$ cat src/rtl/power_manager_pkg.sv
`default_nettype none
// ============================================================================
//  Module      : power_manager_pkg
//  Description : Shared types for the power manager controller: state and
//                fault-cause encodings, default timing values, and the
//                registered output bundle written on every state entry.
//  Revision    : 1.0  initial release
// ============================================================================
package power_manager_pkg;

    typedef enum logic [2:0] {
        ST_OFF   = 3'd0,
        ST_GAP   = 3'd1,
        ST_UP    = 3'd2,
        ST_ON    = 3'd3,
        ST_DOWN  = 3'd4,
        ST_CYCLE = 3'd5,
        ST_FAULT = 3'd6
    } state_t;

    typedef enum logic [1:0] {
        CAUSE_NONE   = 2'b00,
        CAUSE_CRASH  = 2'b01,
        CAUSE_UP_TMO = 2'b10,
        CAUSE_DN_TMO = 2'b11
    } cause_t;

    localparam int unsigned c_gap_cycles_dflt  = 2;
    localparam logic [31:0] c_cycle_delay_dflt = 32'd50_000_000;
    localparam logic [31:0] c_seq_timeout_dflt = 32'd10_000_000;

    // Everything that is a pure function of the state, registered together
    typedef struct packed {
        state_t state;
        logic   power_up;
        logic   power_down;
        logic   busy;
    } ctl_t;

    // Output levels that hold for the whole time a state is occupied
    function automatic ctl_t enter_state(input state_t s);
        ctl_t ctl;
        ctl.state      = s;
        ctl.power_up   = (s == ST_UP) || (s == ST_ON);
        ctl.power_down = (s == ST_DOWN) || (s == ST_OFF) ||
                         (s == ST_CYCLE) || (s == ST_FAULT);
        ctl.busy       = (s == ST_GAP) || (s == ST_UP) ||
                         (s == ST_DOWN) || (s == ST_CYCLE);
        return ctl;
    endfunction

endpackage
`default_nettype wire

$ cat src/rtl/power_manager_ctrl_if.sv
`default_nettype none
// ============================================================================
//  Module      : power_manager_ctrl_if
//  Description : Request/status and sequencer-side signals of the power
//                manager controller. The controller uses the slave modport,
//                the register/sequencer side uses the master modport.
//  Revision    : 1.0  initial release
// ============================================================================
interface power_manager_ctrl_if;

    logic       req_up;
    logic       req_down;
    logic       req_cycle;
    logic       crash;
    logic       fault_clear;
    logic       sequence_complete;
    logic       power_up;
    logic       power_down;
    logic [2:0] power_state;
    logic       busy;
    logic       fault_latched;
    logic [1:0] fault_cause;

    modport master (
        output req_up, req_down, req_cycle, crash, fault_clear, sequence_complete,
        input  power_up, power_down, power_state, busy, fault_latched, fault_cause
    );

    modport slave (
        input  req_up, req_down, req_cycle, crash, fault_clear, sequence_complete,
        output power_up, power_down, power_state, busy, fault_latched, fault_cause
    );

endinterface
`default_nettype wire

$ cat src/rtl/pm_timer.sv
`default_nettype none
// ============================================================================
//  Module      : pm_timer
//  Description : Saturating up-counter with clear, enable and an equality
//                compare. Clear makes the value seen in the current cycle
//                zero, so a clear issued on the cycle a state is entered lets
//                the compare already see 0 in that cycle.
//  Revision    : 1.0  initial release
// ============================================================================
module pm_timer #(
    parameter int WIDTH = 32
) (
    input  wire              clk,
    input  wire              reset_n,
    input  wire              clear,
    input  wire              enable,
    input  wire  [WIDTH-1:0] limit,
    output logic             hit
);

    localparam logic [WIDTH-1:0] c_one = {{(WIDTH-1){1'b0}}, 1'b1};

    logic [WIDTH-1:0] r_count;
    logic [WIDTH-1:0] w_base;

    assign w_base = clear ? '0 : r_count;
    assign hit    = (w_base == limit);

    // Count up from the (possibly cleared) value and stick at all-ones
    always_ff @(posedge clk or negedge reset_n) begin
        if (!reset_n) begin
            r_count <= '0;
        end else if (enable && (w_base != '1)) begin
            r_count <= w_base + c_one;
        end else begin
            r_count <= w_base;
        end
    end

endmodule
`default_nettype wire

$ cat src/rtl/power_manager_ctrl.sv
`default_nettype none
// ============================================================================
//  Module      : power_manager_ctrl
//  Description : Arbitrates power requests, owns the power_up/power_down
//                levels of the sequencer, enforces the both-low gap between
//                opposite requests, runs timed power-cycles, times out a
//                stuck sequencer and latches faults.
//  Option      : POWER_AUTO_ON_EN - power on by itself once the post-reset
//                power-down has completed.
//  Revision    : 1.0  initial release
// ============================================================================
module power_manager_ctrl
    import power_manager_pkg::*;
#(
    parameter int unsigned GAP_CYCLES  = c_gap_cycles_dflt,
    parameter logic [31:0] CYCLE_DELAY = c_cycle_delay_dflt,
    parameter logic [31:0] SEQ_TIMEOUT = c_seq_timeout_dflt
) (
    input  wire                   clk,
    input  wire                   reset_n,
    power_manager_ctrl_if.slave   bus
);

    // Timer compare values: state left on the cycle the timer equals them
    localparam logic [31:0] c_gap_lim = (GAP_CYCLES > 1) ? 32'(GAP_CYCLES - 1) : 32'd0;
    localparam logic [31:0] c_cyc_lim = (CYCLE_DELAY > 32'd1) ? (CYCLE_DELAY - 32'd1) : 32'd0;

`ifdef POWER_AUTO_ON_EN
    localparam logic c_auto_on = 1'b1;
`else
    localparam logic c_auto_on = 1'b0;
`endif

    ctl_t        r_ctl;
    state_t      r_target;
    cause_t      r_cause;
    logic        r_fault;
    logic        r_cycle_pend;
    logic        r_down_pend;
    logic        r_boot;
    logic        r_tmr_clr;
    logic        w_tmr_en;
    logic [31:0] w_tmr_lim;
    logic        w_tmr_hit;

    // Timer limit and enable follow the current state
    always_comb begin
        w_tmr_en  = 1'b0;
        w_tmr_lim = '1;
        case (r_ctl.state)
            ST_GAP:   begin w_tmr_en = 1'b1; w_tmr_lim = c_gap_lim;   end
            ST_UP:    begin w_tmr_en = 1'b1; w_tmr_lim = SEQ_TIMEOUT; end
            ST_DOWN:  begin w_tmr_en = 1'b1; w_tmr_lim = SEQ_TIMEOUT; end
            ST_CYCLE: begin w_tmr_en = 1'b1; w_tmr_lim = c_cyc_lim;   end
            default:  begin w_tmr_en = 1'b0; w_tmr_lim = '1;          end
        endcase
    end

    pm_timer #(
        .WIDTH   (32)
    ) u_timer (
        .clk     (clk),
        .reset_n (reset_n),
        .clear   (r_tmr_clr),
        .enable  (w_tmr_en),
        .limit   (w_tmr_lim),
        .hit     (w_tmr_hit)
    );

    // Controller FSM; every state change also re-arms the timer
    always_ff @(posedge clk or negedge reset_n) begin
        if (!reset_n) begin
            r_ctl        <= enter_state(ST_GAP);
            r_target     <= ST_DOWN;
            r_cause      <= CAUSE_NONE;
            r_fault      <= 1'b0;
            r_cycle_pend <= 1'b0;
            r_down_pend  <= 1'b0;
            r_boot       <= 1'b1;
            r_tmr_clr    <= 1'b1;
        end else begin
            r_tmr_clr <= 1'b0;
            if (bus.crash && (r_ctl.state != ST_DOWN) && (r_ctl.state != ST_FAULT)) begin
                r_fault      <= 1'b1;
                r_cycle_pend <= 1'b0;
                r_down_pend  <= 1'b0;
                r_boot       <= 1'b0;
                if ((r_ctl.state == ST_GAP) && (r_target == ST_DOWN)) begin
                    // Already heading down: keep the gap running and keep
                    // an earlier cause rather than restarting on a held crash
                    if (r_cause == CAUSE_NONE) begin
                        r_cause <= CAUSE_CRASH;
                    end
                end else begin
                    r_cause   <= CAUSE_CRASH;
                    r_target  <= ST_DOWN;
                    r_ctl     <= enter_state(ST_GAP);
                    r_tmr_clr <= 1'b1;
                end
            end else begin
                case (r_ctl.state)
                    ST_GAP: begin
                        if (bus.req_down && (r_target == ST_UP)) begin
                            r_down_pend <= 1'b1;
                        end
                        if (w_tmr_hit) begin
                            r_ctl     <= enter_state(r_target);
                            r_tmr_clr <= 1'b1;
                        end
                    end
                    ST_UP: begin
                        if (bus.req_down) begin
                            r_down_pend <= 1'b1;
                        end
                        if (bus.sequence_complete) begin
                            r_ctl     <= enter_state(ST_ON);
                            r_tmr_clr <= 1'b1;
                        end else if (w_tmr_hit) begin
                            r_fault      <= 1'b1;
                            r_cause      <= CAUSE_UP_TMO;
                            r_cycle_pend <= 1'b0;
                            r_down_pend  <= 1'b0;
                            r_boot       <= 1'b0;
                            r_target     <= ST_DOWN;
                            r_ctl        <= enter_state(ST_GAP);
                            r_tmr_clr    <= 1'b1;
                        end
                    end
                    ST_ON: begin
                        if (bus.req_down || r_down_pend) begin
                            r_down_pend <= 1'b0;
                            r_target    <= ST_DOWN;
                            r_ctl       <= enter_state(ST_GAP);
                            r_tmr_clr   <= 1'b1;
                        end else if (bus.req_cycle) begin
                            r_cycle_pend <= 1'b1;
                            r_target     <= ST_DOWN;
                            r_ctl        <= enter_state(ST_GAP);
                            r_tmr_clr    <= 1'b1;
                        end
                    end
                    ST_DOWN: begin
                        // A crash here only marks the fault; completion
                        // then lands in FAULT instead of OFF or CYCLE
                        if (bus.crash) begin
                            r_fault      <= 1'b1;
                            r_cycle_pend <= 1'b0;
                            if (r_cause == CAUSE_NONE) begin
                                r_cause <= CAUSE_CRASH;
                            end
                        end
                        if (bus.sequence_complete) begin
                            r_boot    <= 1'b0;
                            r_tmr_clr <= 1'b1;
                            if (r_fault || bus.crash) begin
                                r_cycle_pend <= 1'b0;
                                r_ctl        <= enter_state(ST_FAULT);
                            end else if (r_cycle_pend) begin
                                r_ctl <= enter_state(ST_CYCLE);
                            end else if (c_auto_on && r_boot) begin
                                r_target <= ST_UP;
                                r_ctl    <= enter_state(ST_GAP);
                            end else begin
                                r_ctl <= enter_state(ST_OFF);
                            end
                        end else if (w_tmr_hit) begin
                            r_fault      <= 1'b1;
                            r_cause      <= CAUSE_DN_TMO;
                            r_cycle_pend <= 1'b0;
                            r_boot       <= 1'b0;
                            r_ctl        <= enter_state(ST_FAULT);
                            r_tmr_clr    <= 1'b1;
                        end
                    end
                    ST_OFF: begin
                        // req_down outranks the power-on requests and is a
                        // no-op here, so it swallows a coincident req_up
                        if (!bus.req_down && (bus.req_cycle || bus.req_up)) begin
                            r_target  <= ST_UP;
                            r_ctl     <= enter_state(ST_GAP);
                            r_tmr_clr <= 1'b1;
                        end
                    end
                    ST_CYCLE: begin
                        if (w_tmr_hit) begin
                            r_cycle_pend <= 1'b0;
                            r_target     <= ST_UP;
                            r_ctl        <= enter_state(ST_GAP);
                            r_tmr_clr    <= 1'b1;
                        end
                    end
                    ST_FAULT: begin
                        if (bus.fault_clear && !bus.crash) begin
                            r_fault   <= 1'b0;
                            r_cause   <= CAUSE_NONE;
                            r_ctl     <= enter_state(ST_OFF);
                            r_tmr_clr <= 1'b1;
                        end
                    end
                    default: begin
                        r_target  <= ST_DOWN;
                        r_ctl     <= enter_state(ST_GAP);
                        r_tmr_clr <= 1'b1;
                    end
                endcase
            end
        end
    end

    assign bus.power_up      = r_ctl.power_up;
    assign bus.power_down    = r_ctl.power_down;
    assign bus.power_state   = r_ctl.state;
    assign bus.busy          = r_ctl.busy;
    assign bus.fault_latched = r_fault;
    assign bus.fault_cause   = r_cause;

endmodule
`default_nettype wire

$ cat src/flat_wrapper.sv
// flat-port wrapper written by rule: the top's interface ports become plain ports
module power_manager_ctrl_flat import power_manager_pkg::*;
#(
    parameter int unsigned GAP_CYCLES  = c_gap_cycles_dflt,
    parameter logic [31:0] CYCLE_DELAY = c_cycle_delay_dflt,
    parameter logic [31:0] SEQ_TIMEOUT = c_seq_timeout_dflt
)
  (clk, reset_n, bus_req_up, bus_req_down, bus_req_cycle, bus_crash, bus_fault_clear, bus_sequence_complete, bus_power_up, bus_power_down, bus_power_state, bus_busy, bus_fault_latched, bus_fault_cause);
  power_manager_ctrl_if bus_i ();
  input  wire clk;
  input  wire reset_n;
  input wire logic [$bits(bus_i.req_up)-1:0] bus_req_up;
  input wire logic [$bits(bus_i.req_down)-1:0] bus_req_down;
  input wire logic [$bits(bus_i.req_cycle)-1:0] bus_req_cycle;
  input wire logic [$bits(bus_i.crash)-1:0] bus_crash;
  input wire logic [$bits(bus_i.fault_clear)-1:0] bus_fault_clear;
  input wire logic [$bits(bus_i.sequence_complete)-1:0] bus_sequence_complete;
  output wire logic [$bits(bus_i.power_up)-1:0] bus_power_up;
  output wire logic [$bits(bus_i.power_down)-1:0] bus_power_down;
  output wire logic [$bits(bus_i.power_state)-1:0] bus_power_state;
  output wire logic [$bits(bus_i.busy)-1:0] bus_busy;
  output wire logic [$bits(bus_i.fault_latched)-1:0] bus_fault_latched;
  output wire logic [$bits(bus_i.fault_cause)-1:0] bus_fault_cause;
  assign bus_i.req_up = bus_req_up;
  assign bus_i.req_down = bus_req_down;
  assign bus_i.req_cycle = bus_req_cycle;
  assign bus_i.crash = bus_crash;
  assign bus_i.fault_clear = bus_fault_clear;
  assign bus_i.sequence_complete = bus_sequence_complete;
  assign bus_power_up = bus_i.power_up;
  assign bus_power_down = bus_i.power_down;
  assign bus_power_state = bus_i.power_state;
  assign bus_busy = bus_i.busy;
  assign bus_fault_latched = bus_i.fault_latched;
  assign bus_fault_cause = bus_i.fault_cause;
  power_manager_ctrl #(.GAP_CYCLES(GAP_CYCLES), .CYCLE_DELAY(CYCLE_DELAY), .SEQ_TIMEOUT(SEQ_TIMEOUT)) u_core (.clk(clk), .reset_n(reset_n), .bus(bus_i));
endmodule
$ cat config.mk
export PLATFORM = sky130hd
export DESIGN_NAME = power_manager_ctrl_flat
export DESIGN_NICKNAME = d
export VERILOG_FILES = /design/src/rtl/power_manager_pkg.sv /design/src/rtl/power_manager_ctrl_if.sv /design/src/rtl/pm_timer.sv /design/src/rtl/power_manager_ctrl.sv /design/src/flat_wrapper.sv
export SDC_FILE = /design/constraint.sdc
export NUM_CORES = 1
export LEC_CHECK = 0
export ABC_CLOCK_PERIOD_IN_PS = 3500
export BUFFER_PORTS_ARGS = -buffer_cell sky130_fd_sc_hd__buf_2
export CORE_UTILIZATION = 45
export DETAILED_ROUTE_END_ITERATION = 6
export SYNTH_ARGS = -nofsm -noshare
export SYNTH_HDL_FRONTEND = slang
export SYNTH_SLANG_ARGS = --single-unit
export TNS_END_PERCENT = 100
$ cat constraint.sdc
create_clock -name clk -period 3.5 [get_ports clk]
set_clock_uncertainty 0.05 [all_clocks]
set_input_delay 0 -clock clk [delete_from_list [all_inputs] [get_ports clk]]
set_output_delay 0 -clock clk [all_outputs]
set_load 0.05 [all_outputs]
# After elaboration in Yosys (flattened, before gate mapping)
# Cells that the tools add are included.
# W data, S select, Z words.
# word_totals
register_bits	47
in_bits	8
out_inout_bits	9
elab_cells	147
# classes
addsub	1
n_eq_ne	30
n_mux	71
reduce_logical	34
# op_table
operator	count
$pmux W32 S3	1
$mux W6	13
$mux W32	2
$pmux W6 S7	1
$add A32 B1 Y32 const B	1
$eq A32 B32 Y1	1
$ne A32 B32 Y1 const B	1
$mux W1	31
$mux W3	8
$ne A3 B2 Y1 const B	7
$eq A3 B3 Y1 const B	6
$mux W2	9
$pmux W3 S5	1
$eq A3 B2 Y1 const B	4
$logic_or A1 B1 Y1	10
$ne A3 B1 Y1 const B	3
$reduce_and A4 Y1	2
$reduce_bool A4 Y1	2
$logic_and A1 B1 Y1	7
$reduce_and A7 Y1	1
$eq A3 B1 Y1 const B	2
$logic_not A3 Y1	2
$ne A3 B3 Y1 const B	2
$pmux W1 S3	2
15 further kinds	17

# Logic depth before layout (Yosys ltp)
# logic_depth
word_depth	8
ltp_mapped	11
depth_no_buf	10

# Modules after synthesis
# Synthesis repeated with hierarchy kept, for this count alone.
# unflattened
cells_unflattened	491
area_unflattened_um2	3977.6
# modules_own_cells
module	n_inst	cells_per_inst	area_each_um2	seq_area_each_um2
pm_timer	1	338	2722.6	800.8
power_manager_ctrl	1	153	1255.0	355.3

# Worst setup path after synthesis
# No wires, ideal clock.
# synth_path
path_type	register to register
start	register u_core.r_ctl (netlist bit u_core.bus.power_state[2])
end	register u_core.r_target[2]
setup_time_ps	85
arrival_ps	2838
path_slack_ps	527
path_stages_with_launch	10
synth_period_minus_slack_ps	2973
cell_sequence	dfrtp_1 buf_2 or3b_4 or3_1 a222oi_1 o211a_2 nand3_4 o21ai_1 o311a_2 mux2_1
# synth_between
elab_chain_cells	6
word_cells_on_any_way	26
cone_classes	16 x eq/ne; 3 x mux; 7 x reduce/logical
# synth_lines
item	line_no	text
from (decl)	power_manager_ctrl.sv:34	ctl_t r_ctl;
from (signal assigned)	power_manager_ctrl.sv:73	r_ctl <= enter_state(ST_GAP);
from (signal assigned)	power_manager_ctrl.sv:97	r_ctl <= enter_state(ST_GAP);
from (signal assigned)	power_manager_ctrl.sv:107	r_ctl <= enter_state(r_target);
$eq A3 B2 Y1 / $eq A3 B3 Y1 (equally long branches)	power_manager_ctrl.sv:50, power_manager_ctrl.sv:101	
$reduce_or A2 Y1 (no source line)	n/a	
$pmux W32 S3	power_manager_ctrl.sv:50	case (r_ctl.state)
$eq A32 B32 Y1	pm_timer.sv:27	assign hit = (w_base == limit);
$ne A3 B2 Y1 (no source line)	n/a	
$reduce_and A7 Y1 (no source line)	n/a	
to (signal assigned)	power_manager_ctrl.sv:74	r_target <= ST_DOWN;
to (signal assigned)	power_manager_ctrl.sv:96	r_target <= ST_DOWN;
to (signal assigned)	power_manager_ctrl.sv:124	r_target <= ST_DOWN;
to (decl)	power_manager_ctrl.sv:35	state_t r_target;
# Parallel ways exist; a longest one is shown, timed or not.
# A chain may end at the register's enable or synchronous reset.

# Worst setup path after layout
# layout_path
start	register u_core.r_ctl (netlist bit u_core.bus.power_state[0])
end	register u_core.r_fault (netlist: u_core.bus.fault_latched)
# layout_between
elab_chain_cells	8
word_cells_on_any_way	21
cone_classes	11 x eq/ne; 5 x mux; 5 x reduce/logical
# layout_lines
item	line_no	text
$eq A3 B2 Y1 / $eq A3 B3 Y1 (equally long branches)	power_manager_ctrl.sv:50, power_manager_ctrl.sv:101	
$reduce_or A2 Y1 (no source line)	n/a	
$pmux W32 S3	power_manager_ctrl.sv:50	
$eq A32 B32 Y1	pm_timer.sv:27	
$mux W1	power_manager_ctrl.sv:166	end else if (w_tmr_hit) begin
$mux W1	power_manager_ctrl.sv:152	if (bus.sequence_complete) begin
$pmux W1 S3	power_manager_ctrl.sv:101	case (r_ctl.state)
$mux W1	power_manager_ctrl.sv:83	if (bus.crash && (r_ctl.state != ST_DOWN) && (r_ctl.state != ST_FAULT)) begin
to (signal assigned)	power_manager_ctrl.sv:84	r_fault <= 1'b1;
to (signal assigned)	power_manager_ctrl.sv:119	r_fault <= 1'b1;
to (signal assigned)	power_manager_ctrl.sv:167	r_fault <= 1'b1;
to (decl)	power_manager_ctrl.sv:37	logic r_fault;
# Parallel ways exist; a longest one is shown, timed or not.

==> metrics.txt <==
area of the mapped netlist 3120 µm²; met1 GRT Util 0.362; DRC viols 0; CP arrival 3020 ps; post-synthesis register bit count 46; CP startpoint kind flip-flop; hold path start bus_crash; area growth from synthesis to layout 8.39%; post-synth top area share 0.337; router iterations before antenna repair 5; Synth Net Count 386; vias in the first global route 2588; clk slew on worst S/H paths 80 ps; post-synthesis sequential area ratio 0.371; pin count of the biggest net entering global routing 47; setup ws final 618 ps; chip width 85.2 µm; Hold WC Path Type in -> reg; CTS tree built; Total Routing Usage GR 0.234; period utilization 0.824; Final #Nets 401; met2 Use GR 0.339; Max VDD drop 0.307 mV; Initial Util 0.477; Synth area leader dfrtp_1; Post-Syn Area per Cell 8.33 µm²; vias 2851; power density cells 683 nW/µm²; IO Pins 17; gr ovfl total 0; Post-synth EDFFs 0; TritonCTS Buffers 5; setup violators final 0; DP HPWL 5810 µm; run status complete, no violations; layout cell share with drive strength beyond 1 0.121; Yosys cell types 57; first-pass GRT wire length 13300 µm; RD Place Congestion 0.874; CP Max Fanout 26; Top delay family on crit path multiplexers; # rows 29; Avg WL per Cell 17.0 µm; top post-synthesis cells by area dfrtp_1 34%, nor2_1 5.8%, xnor2_1 5.1%; Slew @ Worst Pin 1050 ps; crit-path cells buf_4, nor2b_1, buf_4, nor2_1, o22ai_1, mux2_2, and4_1, o31ai_2, mux2i_1, nor2_1; critical path capture point type flip-flop; post-synthesis cell count 374; Post-synth ARST share 1.00; r2r setup slk 620 ps; insertion delay to the later sink of the worst-skew pair 300 ps; DIE AREA 7260 µm²; Main synth FF type dfrtp_1; Buf/Inv on CP 2; Final Max Slew Viols 0; drt total wl 7920 µm; worst setup path class reg -> reg; Core Region 6530 µm²; crit path from u_core.bus.power_state[0]; crit path time final 2880 ps; Final ANT Viol Nets 0; M3 GR Usage 0.0331; Max Fclk 347 MHz; worst r2r src u_core.bus.power_state[0]; CTS resizes 0; Layout Utilization 0.517; slowest stage delay, CP 530 ps; synth warn 0; busiest grt layer met1; Rel. slew slack 0.297; die height 85.2 µm; initial drt markers 192; CTS H-tree depth 2; CTS Root Cell clkbuf_8; clk sink count 46; Max-Cap Viols 0; CP max stage cell dfstp_2; Place WS 630 ps; Final Hold Fails 0; RSZ-0062 raised after global routing no; vias per std cell 6.12; Max Root-Sink Buffers 2; Worst EP required 3640 ps; initial antenna violation count 0; port bufs 16; n_diodes 0; Setup TNS 0 ps; Lkg Pwr 0.00132 µW
path summary, 6_finish.rpt:
kind,endpoint,depth (start not counted)
max in group asynchronous,u_core.u_timer.r_count[22],2
setup / recovery,u_core.bus.fault_latched,10
setup reg to reg,u_core.bus.fault_latched,10
hold reg to reg,u_core.bus.busy,2
hold / removal,u_core.r_down_pend,2
min in group asynchronous,u_core.u_timer.r_count[26],2
cells in the mapped netlist, drive strengths merged, types with 2 or more instances:
cell type,count
nor2,49
dfrtp,42
nand2,33
a21oi,22
nor2b,19
xnor2,18
o21ai,17
clkbuf,15
nand4,13
nor4,13
nand3,12
inv,11
nor3,10
xor2,10
nand2b,9
or3,9
a31oi,6
o22ai,6
nand3b,5
and3,4
dfstp,4
ha,4
mux2,4
buf,3
o211ai,3
o31ai,3
or4,3
a211oi,2
a22oi,2
a311oi,2
and4,2
mux2i,2
state kept, by name, summed over array words and instances, names as in the netlist, 2 cells and up:
register	cells
u_core.u_timer.r_count	32
u_core.bus.fault_cause	2
u_core.bus.power_state	3
u_core.r_target	2
timing repair:
item                                    4_1_cts  5_1_grt
endpoints found under the setup margin        0        0
hold endpoints to repair                     43        0
setup buffers                                 0        0
hold buffers                                  2        0
cell usage in the layout (no fill, tap or decap), drive strengths merged, types with 4 or more instances in the layout:
cell and count:
dfrtp 42, nand4 13, nor3 10, nor2 49, nand2 33, inv 11
dfstp 4, o22ai 6, mux2 4, or3 9, a21oi 22, xor2 10
clkbuf 7, nand3 12, nor2b 19, nand3b 5, nand2b 9, nor4 13
a31oi 6, and3 4, buf 24, o21ai 17, ha 4, xnor2 18
cells by family after synthesis:
logic type | Yosys count | share of synthesized area
xor gates and xnor gates | 28 | 0.0787
buffers and inverters | 29 | 0.0361
muxes | 6 | 0.0209
DFF | 46 | 0.371
and+or+nand+nor | 185 | 0.317
AOI/OAI and AO/OA | 76 | 0.160
adders and majority gates | 4 | 0.0161
where the power goes:
part,total [µW],internal [µW],switching (µW),leakage (µW)
clock network,314,138,176,0.0000383
logic,1300,460,836,0.000666
registers,696,625,71.0,0.000611
total,2310,1220,1080,0.00132
metal layers:
layer  vias to the layer above  routed length (µm)
met5                         -                   0
met4                         0                  94
met3                         9                 462
met2                        91                3370
met1                      1376                4000
li1                       1375                   -
per-stage QoR:
stage	total power [µW]	std cells	hold WS (ps)	area [µm²]
floorplan	1670	374	-346	3120
global placement	1980	457	198	3280
detailed placement	1990	457	203	3280
CTS	2310	466	80.5	3380
global route	2470	466	105	3380
finish	2310	466	102	3380
layout make-up:
cell class,instances,area [µm²]
repair buffers,26,160
fillers,636,3150
clock buffers,7,76.3
well taps,77,96.3
multi-input cells,299,1850
inverters,11,41.3
flip-flops and latches,46,1160
worst reg2reg max path: stages, from the launching register on:
cell and delay [ps]:
dfstp_2 530, buf_4 250, nor2b_1 160, buf_4 190, nor2_1 70, o22ai_1 190, mux2_2 400, and4_1 260
o31ai_2 370, mux2i_1 230, nor2_1 70
(Power assumes the default switching activity.)
